[src/rtl/multi_cycle_unit_sequencer.sv]
// Multi-cycle execute unit sequencer: issues one op at a time to the Fp32,
// Fp64 or MulDiv unit, holds the unit enable until done, captures the
// result and holds it until the downstream stage accepts it. Handles
// pipeline flush, a watchdog abort and the execute-stage stall request.
module multi_cycle_unit_sequencer #(
    parameter int unsigned XLEN           = 32,
    parameter int unsigned FLEN           = 64,
    parameter int unsigned NUM_UNITS      = 3,
    parameter int unsigned TIMEOUT_CYCLES = 64
) (
    input  logic                      clk,
    input  logic                      rst,
    input  logic                      issueValid,
    input  logic [1:0]                issueUnit,
    input  logic [4:0]                issueTag,
    output logic                      issueReady,
    input  logic                      flush,
    output logic [NUM_UNITS-1:0]      unitEnable,
    output logic [NUM_UNITS-1:0]      unitFlush,
    input  logic [NUM_UNITS-1:0]      unitDone,
    input  logic [NUM_UNITS*XLEN-1:0] unitIntResult,
    input  logic [NUM_UNITS*FLEN-1:0] unitFpResult,
    input  logic [NUM_UNITS*5-1:0]    unitFflags,
    input  logic [NUM_UNITS-1:0]      unitFflagsWrite,
    output logic                      resultValid,
    input  logic                      resultAccept,
    output logic [1:0]                resultUnit,
    output logic [4:0]                resultTag,
    output logic [XLEN-1:0]           resultInt,
    output logic [FLEN-1:0]           resultFp,
    output logic [4:0]                resultFflags,
    output logic                      resultFflagsWrite,
    output logic                      stallReq,
    output logic                      timeout,
    output logic [7:0]                busyCount
);

    typedef enum logic [1:0] {
        IDLE  = 2'd0,
        BUSY  = 2'd1,
        HOLD  = 2'd2,
        ABORT = 2'd3
    } state_t;

    state_t state;
    state_t state_next;

    logic [1:0] cur_unit;
    logic [4:0] cur_tag;

    logic       issue_ok;
    logic       load_issue;
    logic       capture;
    logic       done_cur;
    logic       timeout_hit;
    logic [1:0] next_unit;

    logic [XLEN-1:0] sel_int;
    logic [FLEN-1:0] sel_fp;
    logic [4:0]      sel_fflags;
    logic            sel_fflags_write;

    // Decode a unit index into a one-hot vector; out-of-range indices give zero.
    function automatic logic [NUM_UNITS-1:0] unit_onehot(input logic [1:0] idx);
        logic [NUM_UNITS-1:0] vec;
        vec = '0;
        for (int unsigned i = 0; i < NUM_UNITS; i++) begin
            if (32'(idx) == i) begin
                vec[i] = 1'b1;
            end
        end
        return vec;
    endfunction

    // Select the current unit's result slices for capture.
    always_comb begin
        sel_int          = '0;
        sel_fp           = '0;
        sel_fflags       = '0;
        sel_fflags_write = 1'b0;
        for (int unsigned i = 0; i < NUM_UNITS; i++) begin
            if (32'(cur_unit) == i) begin
                sel_int          = unitIntResult[i*XLEN +: XLEN];
                sel_fp           = unitFpResult[i*FLEN +: FLEN];
                sel_fflags       = unitFflags[i*5 +: 5];
                sel_fflags_write = unitFflagsWrite[i];
            end
        end
    end

    // Next-state logic with flush > timeout > done priority in BUSY.
    always_comb begin
        state_next  = state;
        load_issue  = 1'b0;
        capture     = 1'b0;
        issue_ok    = issueValid && (32'(issueUnit) < NUM_UNITS) && !flush;
        done_cur    = |(unitDone & unit_onehot(cur_unit));
        timeout_hit = (state == BUSY) && !flush && !done_cur &&
                      (32'(busyCount) == TIMEOUT_CYCLES - 1);

        case (state)
            IDLE: begin
                if (issue_ok) begin
                    load_issue = 1'b1;
                    state_next = BUSY;
                end
            end
            BUSY: begin
                if (flush) begin
                    state_next = ABORT;
                end else if (timeout_hit) begin
                    state_next = ABORT;
                end else if (done_cur) begin
                    capture    = 1'b1;
                    state_next = HOLD;
                end
            end
            HOLD: begin
                if (flush) begin
                    state_next = IDLE;
                end else if (resultAccept) begin
                    if (issue_ok) begin
                        load_issue = 1'b1;
                        state_next = BUSY;
                    end else begin
                        state_next = IDLE;
                    end
                end
            end
            ABORT: begin
                state_next = IDLE;
            end
            default: begin
                state_next = IDLE;
            end
        endcase

        next_unit = load_issue ? issueUnit : cur_unit;
    end

    // State, op context, busy counter, unit strobes and result capture.
    always_ff @(posedge clk) begin
        if (!rst) begin
            state             <= IDLE;
            cur_unit          <= '0;
            cur_tag           <= '0;
            busyCount         <= '0;
            unitEnable        <= '0;
            unitFlush         <= '0;
            resultValid       <= 1'b0;
            resultUnit        <= '0;
            resultTag         <= '0;
            resultInt         <= '0;
            resultFp          <= '0;
            resultFflags      <= '0;
            resultFflagsWrite <= 1'b0;
        end else begin
            state <= state_next;

            if (load_issue) begin
                cur_unit <= issueUnit;
                cur_tag  <= issueTag;
            end

            if (load_issue) begin
                busyCount <= '0;
            end else if ((state == BUSY) && (busyCount != 8'hFF)) begin
                busyCount <= busyCount + 8'd1;
            end

            // Strobes are registered from the next state so they line up
            // with the state they belong to.
            unitEnable  <= (state_next == BUSY)  ? unit_onehot(next_unit) : '0;
            unitFlush   <= (state_next == ABORT) ? unit_onehot(cur_unit)  : '0;
            resultValid <= (state_next == HOLD);

            if (capture) begin
                resultUnit        <= cur_unit;
                resultTag         <= cur_tag;
                resultInt         <= sel_int;
                resultFp          <= sel_fp;
                resultFflags      <= sel_fflags;
                resultFflagsWrite <= sel_fflags_write;
            end
        end
    end

    assign issueReady = rst && ((state == IDLE) ||
                                ((state == HOLD) && resultAccept && !flush));
    assign stallReq   = (state == BUSY) || (state == ABORT) ||
                        ((state == HOLD) && !resultAccept);
    assign timeout    = timeout_hit;

    a_enable_onehot : assert property (@(posedge clk) disable iff (!rst)
        $onehot0(unitEnable));
    a_flush_onehot : assert property (@(posedge clk) disable iff (!rst)
        $onehot0(unitFlush));
    a_enable_only_busy : assert property (@(posedge clk) disable iff (!rst)
        (state != BUSY) |-> (unitEnable == '0));

endmodule

[config.mk]
export PLATFORM = sky130hd
export DESIGN_NAME = multi_cycle_unit_sequencer
export DESIGN_NICKNAME = d
export VERILOG_FILES = /design/src/rtl/multi_cycle_unit_sequencer.sv
export SDC_FILE = /design/constraint.sdc
export NUM_CORES = 1
export LEC_CHECK = 0
export BUFFER_PORTS_ARGS = -buffer_cell sky130_fd_sc_hd__buf_2
export CAP_MARGIN = 10
export CORE_AREA = 4 4 172 174
export CTS_CLUSTER_SIZE = 40
export DETAILED_ROUTE_END_ITERATION = 7
export DIE_AREA = 0 0 176 178
export PLACE_DENSITY = 0.56
export REMOVE_ABC_BUFFERS = 1
export SYNTH_ARGS = -nofsm -noshare
export SYNTH_HDL_FRONTEND = slang
export SYNTH_SLANG_ARGS = --single-unit
[constraint.sdc]
create_clock -name clk -period 2.5 [get_ports clk]
set_input_delay 0.625 -clock clk [delete_from_list [all_inputs] [get_ports clk]]
set_output_delay 0.625 -clock clk [all_outputs]
set_load 0.02 [all_outputs]
==> results of run 1 <==
==> state kept, by name, indices dropped and copies added (netlist names) <==
register,cells
state,2
cur_unit,2
resultUnit,2
resultValid,1
resultFp,64
unitFlush,3
unitEnable,3
resultTag,5
busyCount,8
resultFflagsWrite,1
resultFflags,5
cur_tag,5
resultInt,32
==> area by class of cell <==
cell class | instances | area [µm²]
antenna | 1 | 2.50
clock buffer | 19 | 433
sequential | 133 | 2670
clock inverter | 13 | 150
tap | 378 | 473
inverter | 4 | 15.0
fill | 2988 | 17600
timing repair buffer | 471 | 2520
multi-input combinational | 515 | 3920
==> repair_timing <==
action	CTS	global route
setup endpoints to repair	1	1
setup buffers	1	0
resized for setup	1	2
pin swaps	0	2
==> cells in the mapped netlist (2+ instances only) <==
cell / instances
nor4_1: 3
buf_2: 21
o211ai_1: 104
and2_1: 2
a21boi_0: 9
or3_1: 2
inv_1: 4
clkbuf_1: 36
o211a_1: 102
o21ai_0: 3
xor2_1: 5
nor2b_1: 8
and3_1: 2
nor3_1: 3
nand4_1: 2
dfxtp_1: 133
buf_4: 9
mux2i_1: 109
nor2_1: 11
a211oi_1: 3
buf_6: 9
nand3_1: 7
nand2b_1: 4
nand2_1: 119
==> path summary, 6_finish.rpt <==
| path | to | slack, ns | cells past startpoint |
|---|---|---|---|
| worst max-delay path | timeout | 0.15 | 4 |
| worst min-delay path | cur_tag[3] | 0.46 | 2 |
| worst min register to register | cur_tag[3] | 0.46 | 2 |
| worst max register to register | unitFlush[1] | 0.49 | 5 |
==> cells by family after synthesis <==
logic type,count (synthesis)
compound gates,230
flops,133
xor+xnor,5
mux,110
buf+inv,80
fa+ha+maj,1
simple gates,169
==> power groups by stage <==
stage                     logic (µW)  registers (µW)  clock network (µW)
after floorplan                  273            2350                   0
after global placement           779            2260                   0
after detailed placement         781            2260                   0
after CTS                        787            2210                2590
after global routing             849            2220                2690
final                            777            2210                2510
==> metrics by stage <==
step                      TNS [ns]  power, µW  instances  util (%)
final                            0       5490       1534      36.7
after global routing             0       5760       1533      36.7
after CTS                        0       5590       1533      36.6
after detailed placement         0       3040       1500      34.5
after global placement           0       3040       1500      34.5
after floorplan            -721.62       2630        652         -
==> per-layer routing <==
layer	GRT usage [%]	part of all wire, %
met1	18.3	41
met2	27.3	51
met3	4.37	7.4
met4	3.22	0.77
met5	0	0
==> worst reg2reg max path: stages, from the launching register on <==
cell	delay (ns)
dfxtp_4	0.42
buf_4	0.49
nor2_1	0.12
a211oi_1	0.35
o21ai_1	0.26
nor4_1	0.28
==> impl_metrics.env, run 1 <==
export IMPL_synth_top_family_by_area="compound AO/OA/AOI/OAI gates"
export IMPL_num_vias=7241
export IMPL_tightest_slew_ns=0.774
export IMPL_holdCritStartpoint="cur_tag[3]"
export IMPL_ys_top_cells_by_area="dfxtp_1 38%, mux2i_1 16%, o211a_1 15%"
export IMPL_synth_simple_area_share_pct=10.7
export IMPL_period_minus_slack_ns=2.35
export IMPL_synth_async_reset_ratio_pct=0
export IMPL_holdWs_ns=0.463
export IMPL_crit_fanout=3
export IMPL_setup_viol=0
export IMPL_antenna_found_initial=0
export IMPL_core_region_area_um2=27800
export IMPL_grtUsageTotal_pct=15.3
export IMPL_post_drt_via_cell_ratio=4.72
export IMPL_die_area_um2=31300
export IMPL_synth_seq_area_share_pct=38.1
export IMPL_grt_overflow_total=0
export IMPL_wire_per_inst_um=16.6
export IMPL_start_util_pct=25.2
export IMPL_synth_top_area_cell="dfxtp_1"
export IMPL_h_tree_depth=4
export IMPL_p_sw_uw=1450
export IMPL_power_density_nw_per_um2=539
export IMPL_drcViolationCount=0
export IMPL_synth_warnings=0
export IMPL_timing_rr_start="cur_unit[1]"
export IMPL_crit_buf_inv=1
export IMPL_clkTransAtPathRegs_ns=0.07
export IMPL_peakVddDrop_mv=0.281
export IMPL_place_gp_congestion=0.843
export IMPL_cpPeakStageDelay_ns=0.37
export IMPL_p_int_uw=4040
export IMPL_nets=1464
export IMPL_drt_first_iter_violations=312
export IMPL_crit_start="cur_unit[0]"
export IMPL_cts_sinks=133
export IMPL_drive_gt1_share_pct=44.2
export IMPL_max_clock_freq_mhz=425
export IMPL_io_pins=448
export IMPL_postPlaceCellArea_um2=9580
export IMPL_synth_seq_cells=133
export IMPL_period_share_pct=94.2
export IMPL_netlist_area_leader_share_pct=38.1
export IMPL_skew_ns=0.00763
export IMPL_ant_nets=0
export IMPL_finalHoldViolations=0
export IMPL_first_pass_iters=4
export IMPL_hpwl_um=19300
export IMPL_p_clk_share_pct=45.6
export IMPL_end_kind="output port"
export IMPL_die_h_um=178
export IMPL_path_cells="mux2_4 > a221o_1 > nor3_2 > buf_4"
export IMPL_criticalPathCategory="reg -> out"
export IMPL_grt_max_degree=104
export IMPL_maxCapViolCount=0
export IMPL_synth_cell_type_count=42
export IMPL_final_area_um2=10200
export IMPL_comb_power_share_pct=14.1
export IMPL_io_buffer_count=447
export IMPL_cts_buffers_inserted=17
export IMPL_p_seq_share_pct=40.2
export IMPL_synth_compound_area_share_pct=28.4
export IMPL_wirelength_um=25500
export IMPL_die_w_um=176
export IMPL_cts_root_buf="clkbuf_16"
export IMPL_fin_ws_ns=0.145
export IMPL_cp_start_kind="flip-flop"
export IMPL_grt_pass1_vias=7301
export IMPL_postSynthAreaPerCell_um2=9.60
export IMPL_place_ws_ns=0.102
export IMPL_synth_edf_count=0
export IMPL_outcome="completed"
export IMPL_cp_data_arrival_time_ns=1.73
export IMPL_mostFrequentLayoutCell="buf_2"
export IMPL_final_cell_mix="445 x buf_2, 131 x dfxtp_1, 119 x nand2_1, 109 x mux2i_1, 104 x o211ai_1"
export IMPL_netSwitchingFraction_pct=26.4
export IMPL_critPathSlowestCell="dfxtp_4"
export IMPL_synthAdderAreaFrac_pct=0.179
export IMPL_clock_path_buffers=2
export IMPL_netlist_area_um2=6990
export IMPL_ys_flop_type="dfxtp_1"
export IMPL_syn_inst=728
export IMPL_cts_tree="done"
export IMPL_rows=61
export IMPL_cp_top_family="flip-flops"
export IMPL_synth_xor_area_share_pct=0.627
export IMPL_ctsHoldBuffers=0
export IMPL_rsz0062_at_grt="false"
export IMPL_clkLatencyLatePin_ns=0.41
export IMPL_maxSlewHeadroom_pct=48.4
export IMPL_cp_required_ns=1.88
export IMPL_grt_first_pass_wirelength_um=38500
export IMPL_hp_class="reg -> reg"
export IMPL_syn2layout_area_growth_pct=45.8
export IMPL_drv_slew=0
export IMPL_cellLeakagePower_uw=0.00552
export IMPL_muxShareOfSynthArea_pct=15.8
Power figures use the tool's default switching activity.
==> run 2, diff against run 1 <==
--- a/config.mk
+++ b/config.mk
@@ -13,6 +13,7 @@
 export DIE_AREA = 0 0 176 178
 export PLACE_DENSITY = 0.56
 export REMOVE_ABC_BUFFERS = 1
+export SETUP_SLACK_MARGIN = 0.2
 export SYNTH_ARGS = -nofsm -noshare
 export SYNTH_HDL_FRONTEND = slang
 export SYNTH_SLANG_ARGS = --single-unit
==> impl_metrics.env, run 2 (synthesis results as in run 1) <==
export IMPL_outcome="completed"
export IMPL_grt_pass1_vias=7321
export IMPL_antenna_found_initial=0
export IMPL_setup_tns_final_ns=0
export IMPL_rows=61
export IMPL_grtUsageTotal_pct=15.3
export IMPL_peakVddDrop_mv=0.280
export IMPL_maxSlewHeadroom_pct=48.5
export IMPL_nets=1466
export IMPL_power_density_nw_per_um2=539
export IMPL_cp_required_ns=1.88
export IMPL_die_area_um2=31300
export IMPL_grt_overflow_total=0
export IMPL_h_tree_depth=4
export IMPL_first_pass_iters=4
export IMPL_drt_first_iter_violations=284
export IMPL_num_vias=7259
export IMPL_place_gp_congestion=0.843
export IMPL_drv_slew=0
export IMPL_mostFrequentLayoutCell="buf_2"
export IMPL_end_kind="output port"
export IMPL_ctsHoldBuffers=0
export IMPL_hp_class="in -> reg"
export IMPL_syn2layout_area_growth_pct=46.1
export IMPL_cts_sinks=133
export IMPL_reg_largest_list="resultFp (64), resultInt (32), busyCount (8)"
export IMPL_drcViolationCount=0
export IMPL_io_pins=448
export IMPL_clkTransAtPathRegs_ns=0.07
export IMPL_holdWs_ns=0.463
export IMPL_crit_fanout=2
export IMPL_period_share_pct=92.8
export IMPL_post_drt_via_cell_ratio=4.73
export IMPL_cts_root_buf="clkbuf_16"
export IMPL_maxCapViolCount=0
export IMPL_cellLeakagePower_uw=0.00554
export IMPL_ant_nets=0
export IMPL_core_region_area_um2=27800
export IMPL_die_w_um=176
export IMPL_hpwl_um=19300
export IMPL_cp_data_arrival_time_ns=1.69
export IMPL_tightest_slew_ns=0.773
export IMPL_skew_ns=0.00703
export IMPL_regMostFlops="resultFp"
export IMPL_rsz0062_at_grt="true"
export IMPL_fin_ws_ns=0.181
export IMPL_cp_start_kind="flip-flop"
export IMPL_clkLatencyLatePin_ns=0.41
export IMPL_io_buffer_count=447
export IMPL_clock_path_buffers=2
export IMPL_criticalPathCategory="reg -> out"
export IMPL_final_cell_mix="445 x buf_2, 131 x dfxtp_1, 119 x nand2_1, 109 x mux2i_1, 104 x o211ai_1"
export IMPL_cts_tree="done"
export IMPL_place_ws_ns=0.102
export IMPL_wirelength_um=25500
export IMPL_largest_reg_flops=64
export IMPL_grt_first_pass_wirelength_um=38600
export IMPL_finalHoldViolations=0
export IMPL_drive_gt1_share_pct=44.3
export IMPL_cts_buffers_inserted=17
export IMPL_period_minus_slack_ns=2.32
export IMPL_setup_viol=0
export IMPL_grt_max_degree=104
export IMPL_max_clock_freq_mhz=431
export IMPL_die_h_um=178
export IMPL_wire_per_inst_um=16.6
export IMPL_start_util_pct=25.2
[run 2: cell types whose count changed in the layout (fill, tap and decap cells not counted), sizes merged]
cell | before | now
buf | 471 | 473
[run 2: per-layer routing]
| layer | vias up | wire length, µm | global-route usage [%] |
|---|---|---|---|
| met3 | 10 | 1880 | 4.37 |
| met5 | - | 0 | 0 |
| met4 | 0 | 197 | 3.22 |
| met1 | 3400 | 10500 | 18.4 |
| li1 | 3561 | - | - |
| met2 | 288 | 12900 | 27.3 |
[run 2: final cells by class]
class | count | area, µm²
fill | 2990 | 17600
multi-input combinational | 515 | 3930
sequential | 133 | 2670
timing repair buffer | 473 | 2540
tap | 378 | 473
clock buffer | 19 | 433
clock inverter | 13 | 150
inverter | 4 | 15.0
antenna | 1 | 2.50
[run 2: power breakdown]
group / total, µW / switching [µW] / internal, µW / leakage [µW]
registers: 2210 / 33.6 / 2180 / 0.00108
logic: 780 / 397 / 383 / 0.00418
clock network: 2510 / 1020 / 1490 / 0.000279
[run 2: worst paths after layout]
check | from | to | slack, ns | cells after the start
setup / recovery | cur_unit[0] | timeout | 0.18 | 4
hold / removal | issueTag[0] | cur_tag[0] | 0.46 | 3
setup reg to reg | cur_unit[0] | resultValid | 0.47 | 6
hold reg to reg | cur_tag[3] | cur_tag[3] | 0.46 | 2
[run 2: worst max-delay path, cell delays in order, from the launching register on]
cell	delay, ns
dfxtp_4	0.37
mux2_4	0.31
a221o_1	0.34
nor3_2	0.11
buf_4	0.16
[run 2: per-stage QoR]
step | cells | util [%] | total power [µW] | cell area [µm²]
after global routing | 1535 | 36.7 | 5770 | 10200
final | 1536 | 36.7 | 5500 | 10200
after global placement | 1500 | 34.5 | 3040 | 9580
after detailed placement | 1500 | 34.5 | 3040 | 9580
after floorplan | 652 | - | 2630 | 6580
after CTS | 1535 | 36.7 | 5590 | 10200
[run 2: repair_timing]
action,CTS,global route
setup buffers,3,0
pin swaps,2,0
gates resized for setup,3,1
endpoints found under the setup margin,1,1
